==> config.mk <==
export PLATFORM = sky130hd
export DESIGN_NAME = avg_stream_ctrl
export DESIGN_NICKNAME = d
export VERILOG_FILES = /design/src/rtl/avg_pkg.sv /design/src/rtl/avg_fifo.sv /design/src/rtl/avg_stream_ctrl.sv
export SDC_FILE = /design/constraint.sdc
export NUM_CORES = 1
export LEC_CHECK = 0
export BUFFER_PORTS_ARGS = -buffer_cell sky130_fd_sc_hd__buf_2
export CAP_MARGIN = 15
export CORE_MARGIN = 2
export CORE_UTILIZATION = 35
export DETAILED_ROUTE_END_ITERATION = 10
export HOLD_SLACK_MARGIN = 0.06
export MAX_ROUTING_LAYER = met4
export PLACE_DENSITY = 0.53
export SETUP_SLACK_MARGIN = 0.2
export SLEW_MARGIN = 40
export SYNTH_ARGS = -nofsm -noshare
export SYNTH_HDL_FRONTEND = slang
export SYNTH_SLANG_ARGS = --single-unit
==> constraint.sdc <==
create_clock -name clk -period 3.5 [get_ports clk]
set_input_delay 0.175 -clock clk [delete_from_list [all_inputs] [get_ports clk]]
set_output_delay 0.175 -clock clk [all_outputs]
set_load 0.02 [all_outputs]
==> src/rtl/avg_pkg.sv <==
// avg_pkg: shared types and constants for the moving-average stream front end.
//   SAMPLE_W - width of a sample travelling to and from the averaging core
//   LEN_W    - width of frame_len and of the per-frame sample counter
//   state_t  - controller FSM states
//   min_len  - smaller of two frame-length-sized values
package avg_pkg;

    localparam int SAMPLE_W = 16;
    localparam int LEN_W    = 12;

    typedef logic [SAMPLE_W-1:0] sample_t;
    typedef logic [LEN_W-1:0]    len_t;

    typedef enum logic [2:0] {
        IDLE,
        RST,
        PRIME,
        STREAM,
        DRAIN,
        DONE
    } state_t;

    function automatic len_t min_len(input len_t a, input len_t b);
        return (a < b) ? a : b;
    endfunction

endpackage

==> src/rtl/avg_fifo.sv <==
// avg_fifo: DEPTH x SAMPLE_W synchronous FIFO with show-ahead head output.
//   clk   - clock, rising edge
//   reset - asynchronous active-high reset; empties the FIFO
//   push  - write din this cycle (ignored when full unless popping too)
//   din   - sample to write
//   pop   - remove head this cycle (ignored when empty unless pushing too)
//   head  - oldest sample; bypasses din when empty so push+pop passes through
//   count - number of stored samples, 0..DEPTH
//   full  - count == DEPTH
//   empty - count == 0
module avg_fifo
    import avg_pkg::*;
#(
    parameter int DEPTH = 16
) (
    input  logic                   clk,
    input  logic                   reset,
    input  logic                   push,
    input  sample_t                din,
    input  logic                   pop,
    output sample_t                head,
    output logic [$clog2(DEPTH):0] count,
    output logic                   full,
    output logic                   empty
);

    localparam int AW = $clog2(DEPTH);

    sample_t       mem [DEPTH];
    logic [AW-1:0] wr_ptr;
    logic [AW-1:0] rd_ptr;
    logic          do_push;
    logic          do_pop;

    assign full  = (count == (AW+1)'(DEPTH));
    assign empty = (count == '0);

    // A push on a full FIFO fits when the head leaves in the same cycle; a pop
    // on an empty FIFO is served by the bypass below. Either way count holds.
    assign do_push = push && (!full || pop);
    assign do_pop  = pop && (!empty || push);

    assign head = empty ? din : mem[rd_ptr];

    // NOTE: the storage array is deliberately not reset; the pointers and
    // count alone decide which entries are valid, so clearing data is wasted.
    always_ff @(posedge clk) begin
        if (do_push) begin
            mem[wr_ptr] <= din;
        end
    end

    // NOTE: sequential state uses non-blocking assignments only, so every
    // register sees the pre-edge value of every other register.
    always_ff @(posedge clk or posedge reset) begin
        if (reset) begin
            wr_ptr <= '0;
            rd_ptr <= '0;
            count  <= '0;
        end else begin
            if (do_push) begin
                wr_ptr <= wr_ptr + AW'(1);
            end
            if (do_pop) begin
                rd_ptr <= rd_ptr + AW'(1);
            end
            case ({do_push, do_pop})
                2'b10:   count <= count + (AW+1)'(1);
                2'b01:   count <= count - (AW+1)'(1);
                default: count <= count;
            endcase
        end
    end

endmodule

==> src/rtl/avg_stream_ctrl.sv <==
// avg_stream_ctrl: frames a bursty sample stream into the moving-average core.
// Each frame: pulse the core reset, wait for the FIFO to prime, feed one
// sample per cycle (holding the last sample if the FIFO runs dry), drain the
// core for a fixed time, then pulse frame_done.
//   clk, reset          - clock; asynchronous active-high reset
//   start, frame_len    - begin a frame of frame_len samples (IDLE only)
//   in_valid, in_data   - upstream sample; in_ready = FIFO not full
//   avg_reset, avg_din  - core reset and registered core input sample
//   avg_ready, avg_dout - core result strobe and value
//   out_valid, out_data - core result, registered, forwarded in STREAM/DRAIN
//   frame_done          - one-cycle end-of-frame pulse
//   busy                - controller not IDLE
//   underrun            - sticky: FIFO empty during STREAM; cleared on start
module avg_stream_ctrl
    import avg_pkg::*;
#(
    parameter int DEPTH     = 16,
    parameter int RST_CYC   = 2,
    parameter int PRIME_LVL = 8,
    parameter int DRAIN_CYC = 12
) (
    input  logic        clk,
    input  logic        reset,
    input  logic        start,
    input  logic [11:0] frame_len,
    input  logic        in_valid,
    input  logic [15:0] in_data,
    output logic        in_ready,
    output logic        avg_reset,
    output logic [15:0] avg_din,
    input  logic        avg_ready,
    input  logic [15:0] avg_dout,
    output logic        out_valid,
    output logic [15:0] out_data,
    output logic        frame_done,
    output logic        busy,
    output logic        underrun
);

    localparam int CNT_W = $clog2(DEPTH) + 1;
    localparam int RC_W  = $clog2(RST_CYC + 1);
    localparam int DC_W  = $clog2(DRAIN_CYC + 1);

    state_t            state;
    state_t            next_state;
    len_t              len_q;
    len_t              sent;
    len_t              prime_lvl;
    logic [RC_W-1:0]   rst_cnt;
    logic [DC_W-1:0]   drain_cnt;
    logic              push;
    logic              pop;
    logic              fifo_full;
    logic              fifo_empty;
    sample_t           head;
    logic [CNT_W-1:0]  fifo_count;

    assign in_ready = !fifo_full;
    assign push     = in_valid && in_ready;

    // Short frames never reach PRIME_LVL, so prime on the whole frame instead.
    assign prime_lvl = min_len(len_t'(PRIME_LVL), len_q);

    avg_fifo #(
        .DEPTH (DEPTH)
    ) u_fifo (
        .clk   (clk),
        .reset (reset),
        .push  (push),
        .din   (in_data),
        .pop   (pop),
        .head  (head),
        .count (fifo_count),
        .full  (fifo_full),
        .empty (fifo_empty)
    );

    always_ff @(posedge clk or posedge reset) begin
        if (reset) begin
            state <= IDLE;
        end else begin
            state <= next_state;
        end
    end

    // NOTE: every signal driven here gets a default first, so no path through
    // the case statement can leave one unassigned and infer a latch.
    always_comb begin
        next_state = state;
        pop        = 1'b0;
        case (state)
            IDLE: begin
                if (start) begin
                    next_state = (frame_len == '0) ? DONE : RST;
                end
            end
            RST: begin
                if (rst_cnt == RC_W'(RST_CYC - 1)) begin
                    next_state = PRIME;
                end
            end
            PRIME: begin
                if (len_t'(fifo_count) >= prime_lvl) begin
                    next_state = STREAM;
                end
            end
            STREAM: begin
                if (!fifo_empty) begin
                    pop = 1'b1;
                    if (sent + len_t'(1) == len_q) begin
                        next_state = DRAIN;
                    end
                end
            end
            DRAIN: begin
                if (drain_cnt == DC_W'(DRAIN_CYC - 1)) begin
                    next_state = DONE;
                end
            end
            default: next_state = IDLE;
        endcase
    end

    assign avg_reset  = (state == RST);
    assign frame_done = (state == DONE);
    assign busy       = (state != IDLE);

    always_ff @(posedge clk or posedge reset) begin
        if (reset) begin
            len_q     <= '0;
            sent      <= '0;
            rst_cnt   <= '0;
            drain_cnt <= '0;
            underrun  <= 1'b0;
            avg_din   <= '0;
            out_valid <= 1'b0;
            out_data  <= '0;
        end else begin
            out_valid <= 1'b0;
            case (state)
                IDLE: begin
                    if (start) begin
                        len_q     <= frame_len;
                        sent      <= '0;
                        rst_cnt   <= '0;
                        drain_cnt <= '0;
                        underrun  <= 1'b0;
                        avg_din   <= '0;
                    end
                end
                RST: begin
                    rst_cnt <= rst_cnt + RC_W'(1);
                end
                STREAM: begin
                    out_valid <= avg_ready;
                    out_data  <= avg_dout;
                    // The core has no stall: on an empty FIFO it re-consumes
                    // the held sample, which is what underrun records.
                    if (pop) begin
                        avg_din <= head;
                        sent    <= sent + len_t'(1);
                    end else begin
                        underrun <= 1'b1;
                    end
                end
                DRAIN: begin
                    out_valid <= avg_ready;
                    out_data  <= avg_dout;
                    drain_cnt <= drain_cnt + DC_W'(1);
                end
                default: ;
            endcase
        end
    end

endmodule
# Word-level counts from Yosys, hierarchy flattened
# Memory sizes are Yosys's and may differ from the RTL's.
# Cells that the tools add are included.
[word_totals] out_inout_bits=38 word_cells=92 regBits=80 input_bits=49 ram_bits=256 n_memories=1
[op_classes] reduce_logical=22 n_addsub=7 muxes=29 n_lt_le_gt_ge=2 eq_ne=19
[mem_list] memory="u_fifo.mem" depth=16 width=16 read_ports=1 rd_ports_with_merged_regs=0 wr=1 line="avg_fifo.sv:29" source="sample_t mem [DEPTH];"
[ops] op="$mux W16" count=3
[ops] op="$mux W12" count=3
[ops] op="$pmux W16 S2" count=1
[ops] op="$pmux W12 S2" count=1
[ops] op="$mux W3" count=7
[ops] op="$pmux W3 S5" count=1
[ops] op="$add A12 B1 Y12 const B" count=1
[ops] op="$add A4 B1 Y4 const B" count=3
[ops] op="$eq A12 B12 Y1" count=1
[ops] op="$ge A5 B12 Y1" count=1
[ops] op="$logic_not A12 Y1" count=1
[ops] op="$lt A4 B12 Y1 const A" count=1
[ops] op="$ne A2 B2 Y1 const B" count=6
[ops] op="$pmux W5 S2" count=1
[ops] op="$pmux W4 S2" count=1
[ops] op="$reduce_bool A2 Y1" count=4
[ops] op="$mux W1" count=7
[ops] op="$eq A3 B2 Y1 const B" count=2
[ops] op="$eq A3 B3 Y1 const B" count=2
[ops] op="$reduce_and A2 Y1" count=3
[ops] op="$reduce_and A3 Y1" count=2
[ops] op="$reduce_and A6 Y1" count=1
[ops] op="$add A5 B1 Y5 const B" count=1
[ops] op="$eq A5 B5 Y1 const B" count=1
[ops] op="18 further kinds" count=24

# Logic depth before layout (Yosys ltp)
[logic_depth] depth_word=7 ltp_mapped=14 mapped_depth_nobuf=11

# By module
# Synthesis repeated with hierarchy kept, for this count alone.
[hier_totals] cells_unflattened=856 hier_area_um2=14317.5
[modules_own_cells] mod="avg_fifo" n_inst=1 seq_area_each_um2=8012.7 cells_per_inst=512 area_per_inst_um2=10869.2
[modules_own_cells] mod="avg_stream_ctrl" n_inst=1 seq_area_each_um2=1676.6 cells_per_inst=344 area_per_inst_um2=3448.3

# Least setup slack after synthesis
# No wires, ideal clock.
[synth_timing] path_kind="flip-flop to flip-flop" startpoint="register u_fifo.count[0]" endpoint="register u_fifo.count[4]" stages_incl_launch_ff=13 t_required_ps=3375 arrival_time_ps=3101 setup_ps=125 synth_period_minus_slack_ps=3227 setup_slack_ps=273 n_path_buf=2 path_cell_list="dfrtp_1 or4_1 o21ai_1 inv_1 clkbuf_1 clkbuf_1 ha_1 fa_1 a21o_1 a21oi_1 xor2_1 nor2_1 xor2_1"
[synth_via] elab_chain_len=7 word_cells_on_any_way=17 cone_classes="add/sub (2); eq/ne (3); mux (3); reduce/logical (9)"
[synth_lines] element="from (decl)" line="avg_fifo.sv:22" source="output logic [$clog2(DEPTH):0] count,"
[synth_lines] element="from (signal assigned)" line="avg_fifo.sv:68" source="2'b10: count <= count + (AW+1)'(1);"
[synth_lines] element="from (signal assigned)" line="avg_fifo.sv:69" source="2'b01: count <= count - (AW+1)'(1);"
[synth_lines] element="from (signal assigned)" line="avg_fifo.sv:70" source="default: count <= count;"
[synth_lines] element="$eq A5 B5 Y1" line="avg_fifo.sv:35" source="assign full = (count == (AW+1)'(DEPTH));"
[synth_lines] element="$logic_not A1 Y1" line="avg_stream_ctrl.sv:58" source="assign in_ready = !fifo_full;"
[synth_lines] element="$logic_and A1 B1 Y1" line="avg_stream_ctrl.sv:59" source="assign push = in_valid && in_ready;"
[synth_lines] element="$logic_or A1 B1 Y1" line="avg_fifo.sv:41" source="assign do_pop = pop && (!empty || push);"
[synth_lines] element="$logic_and A1 B1 Y1 *" line="avg_fifo.sv:41"
[synth_lines] element="via u_fifo.do_pop" line="avg_fifo.sv:33" source="logic do_pop;"
[synth_lines] element="$eq A2 B1 Y1 / $eq A2 B2 Y1 (equally long branches)" line="avg_fifo.sv:67" source="case ({do_push, do_pop})"
[synth_lines] element="$pmux W5 S2 / $reduce_bool A2 Y1 (equally long branches)"
# The timed path passes the listed nets; every way through them passes the cells marked *.
# A chain may end at the register's enable or synchronous reset.

# Final worst setup path
[layout_timing] startpoint="register u_fifo.count[0]" endpoint="register u_fifo.count[4]"
[layout_via] elab_chain_len=7 word_cells_on_any_way=17 cone_classes="add/sub (2); eq/ne (3); mux (3); reduce/logical (9)"
[layout_lines] element="$logic_not A5 Y1 / $eq A5 B5 Y1 (equally long branches)" line="avg_fifo.sv:36, avg_fifo.sv:35"
[layout_lines] element="$mux W1 / $logic_not A1 Y1 (equally long branches)" line="avg_stream_ctrl.sv:108, avg_fifo.sv:40, avg_stream_ctrl.sv:58"
[layout_lines] element="$mux W1 / $logic_and A1 B1 Y1 (equally long branches)" line="avg_stream_ctrl.sv:91, avg_stream_ctrl.sv:59"
[layout_lines] element="$logic_or A1 B1 Y1 (on tied branches)" line="avg_fifo.sv:40, avg_fifo.sv:41"
[layout_lines] element="$logic_and A1 B1 Y1 (on tied branches)" line="avg_fifo.sv:40, avg_fifo.sv:41"
[layout_lines] element="$eq A2 B1 Y1 / $eq A2 B2 Y1 (equally long branches)" line="avg_fifo.sv:67"
[layout_lines] element="$pmux W5 S2 / $reduce_bool A2 Y1 (equally long branches)"
# Parallel ways exist; a longest one is shown, timed or not.

==> run_results.csv <==
group,metric,value,unit
outcome,outcome,"finished, final reports clean",
yosys,synth_largest_area_cell,"edfxtp_1",
yosys,synth_nets,852,
yosys,synth_flop_cell,"edfxtp_1",
cells_and_area,stdcell_count,1489,
flow_run,maxCapViolations,0,
cells_and_area,area_growth,20.43,%
cts,clockBufferDepth,3,
floorplanning,die_y,202.7,um
yosys,ys_warn_count,0,
critical_path,timing.rr.start,"u_fifo.count[0]",
global_route,grt_max_degree,47,
cts,cts_sinks,336,
floorplanning,die-area,41080,sq um
yosys,synth_edf_count,256,
pwr,p_per_area,815.6,nW/um^2
floorplanning,start_util,35.58,%
detailed_routing,avgViaCountPerCell,4.974,
timing,fmax,357.5,MHz
global_route,track_usage,15.89,%
floorplanning,std_cell_rows,72,
pwr,p_leak,5.955,nW
yosys,async_flop_share,23.81,%
cells_and_area,final_net_count,1012,
timing,maxSlewViolCount,0,
yosys,synth_cell_types,59,
detailed_routing,firstDrtPassIters,4,
yosys,seq_area_frac_synth,70.13,%
cts,ctsResizeCount,0,
hold_path,hold_start,"start",
detailed_routing,dr_total_vias,7406,
cts,h-tree-depth,2,
critical_path,r2r_setup_slack,0.70,ns
floorplanning,die_w,202.7,um
detailed_routing,ant_nets,0,
global_route,grt_pass1_wl,47270,um
timing,slew-limit-headroom,46.57,%
yosys,synth-seq-cells,336,
critical_path,critPathArrivalTime,3.21,ns
yosys,synth.most_common_cell,"edfxtp_1",
timing,hold_viol,0,
place,place_congestion,0.7877,
detailed_routing,drtIter0Drc,541,
cts,cts_buffers,38,
cts,clock_latency,0.54,ns
cts,clk_pin_slew_worst_paths,0.05,ns
critical_path,cp_max_fo,6,
place,portBuffers,86,
critical_path,rr_endpoint,"u_fifo.count[4]",
yosys,yosysTopAreaCellShare,55.64,%
floorplanning,core_region_area,38830,sq um
global_route,antenna_found_initial,1,
detailed_routing,drt-total-wl,30940,um
timing,rsz0062_at_grt,"false",
cells_and_area,drive_gt1_share,32.27,%
place,dp.cells,1377,
yosys,syn-cell-area,13820,sq um
critical_path,critPathLaunchType,"flop",
hold_path,hold_class,"primary input to flop",
critical_path,rr_worst_depth,10,
global_route,grt-ovfl-total,0,
place,dpl.hpwl,18670,um
detailed_routing,drc_errors,0,
pwr,ir_worst_vdd,0.0003242,V
yosys,avgSynthCellArea,17.60,sq um
critical_path,path_class,"flop to flop",
timing,setup_tns,0,ns
timing,finClkSkew,0.01411,ns
cts,root_buffer,"clkbuf_16",
timing,setup_viol,0,
global_route,grt_pass1_vias,7723,
floorplanning,pin_count,87,
cts,cts_tree,"yes",
detailed_routing,post_drt_wl_per_cell,20.78,um
yosys,yosys-top-cells-area,"edfxtp_1 (56%), dfrtp_1 (14%), mux4_2 (13%)",
yosys,ys_top_cells_by_count,"edfxtp_1 (256), dfrtp_1 (80), mux4_2 (80)",
cts,postCtsSetupRepairBufs,0,
timing,min_period_over_period,79.91,%
hold_path,hold_depth,5,
timing,period_minus_slack,2.797,ns
timing,worstMarginPinSlew,0.8014,ns
critical_path,worstSetupEndpointType,"flop",
hold_path,whs_endpoint,"sent[0]",
yosys,synth_cells,785,
critical_path,worstPathRequired,3.91,ns
==> stage by stage <==
stage | power (mW) | utilization, % | hold WS [ns] | instance area, sq um | worst slack [ns]
after floorplan | 8.625 | - | 0.2739 | 13820 | 0.2733
after global placement | 10.06 | 38.77 | 0.3777 | 15050 | 0.7020
after detailed placement | 10.09 | 38.79 | 0.2281 | 15060 | 0.6875
after CTS | 13.79 | 42.85 | 0.1337 | 16640 | 0.6770
after global routing | 14.34 | 42.85 | 0.2028 | 16640 | 0.5086
final | 13.57 | 42.85 | 0.1640 | 16640 | 0.7031
==> logic make-up after synthesis <==
group,synth area share [%]
AND/OR/NAND/NOR,6.303
AO/OA/AOI/OAI,3.206
XOR/XNOR,1.458
buffers and inverters,1.784
flip-flops,70.13
adder cells (fa/ha/maj),1.684
other,0.02714
multiplexers,15.40
==> cells in the final DEF (no fill, tap or decap), types with 7 or more instances in the layout <==
| master | synthesis | routed |
|---|---|---|
| buf_2 | 7 | 86 |
| buf_4 | 3 | 26 |
| clkbuf_1 | 24 | 10 |
| clkbuf_16 | 0 | 38 |
| clkinv_2 | 0 | 7 |
| dfrtp_1 | 80 | 77 |
| dlygate4sd3_1 | 0 | 46 |
| edfxtp_1 | 256 | 256 |
| ha_1 | 17 | 17 |
| inv_1 | 13 | 12 |
| mux2_2 | 29 | 29 |
| mux4_2 | 80 | 80 |
| nand2_1 | 67 | 66 |
| nand3_1 | 30 | 30 |
| nor2_1 | 25 | 13 |
| nor2_2 | 0 | 12 |
| nor4_1 | 7 | 7 |
| o21ai_0 | 24 | 24 |
| xnor2_1 | 15 | 15 |
| xor2_1 | 8 | 8 |
==> power breakdown <==
group / switching, mW / internal (mW) / leakage, nW
Sequential: 0.622 / 5.02 / 3.30
Clock: 1.56 / 2.05 / 0.545
Combinational: 2.25 / 2.07 / 2.11
==> critical path, stage by stage (launching register included) <==
cell	delay, ns
dfrtp_1	0.45
or4_1	0.59
o21ai_2	0.15
inv_1	0.07
ha_1	0.28
fa_1	0.43
a21o_1	0.19
a21oi_1	0.17
xor2_1	0.16
nor2_1	0.06
xor2_1	0.14
==> flip-flops by register name (all words and copies together), names as in the netlist <==
signal         count
avg_din           16
drain_cnt          4
len_q             12
out_data          16
out_valid          1
rst_cnt            2
sent              12
state              3
u_fifo.count       5
u_fifo.mem       256
u_fifo.rd_ptr      4
u_fifo.wr_ptr      4
underrun           1
==> what timing repair did <==
| action | CTS | global route |
|---|---|---|
| hold buffers | 46 | 0 |
| setup endpoints to repair | 0 | 0 |
| hold endpoints to repair | 365 | 0 |
==> area by class of cell <==
cell class / count / area, sq um
fillers: 3415 / 22190
flip-flops and latches: 336 / 9696
multi-input cells: 393 / 3936
repair buffers: 163 / 1186
clock buffers: 50 / 1016
well taps: 518 / 648.1
clock inverters: 15 / 100.1
inverters: 13 / 53.80
diodes: 1 / 2.502
==> routing by layer <==
layer	wire length (um)	vias up	global-route usage, %
li1	-	3406	-
met1	13510	3771	20.46
met2	15120	176	25.84
met3	1611	53	2.777
met4	694	0	4.849
met5	0	-	-
==> worst max path at each step <==
| stage | end | start | slack, ns |
|---|---|---|---|
| CTS | u_fifo.count[4] | u_fifo.count[0] | 0.68 |
| global placement | u_fifo.count[4] | u_fifo.count[0] | 0.70 |
| detailed placement | u_fifo.count[4] | u_fifo.count[0] | 0.69 |
| finish | u_fifo.count[4] | u_fifo.count[0] | 0.70 |
| floorplan | u_fifo.count[4] | u_fifo.count[0] | 0.27 |
| global route | u_fifo.count[4] | u_fifo.count[0] | 0.51 |
Note: power is estimated with default switching activity, not from simulation.
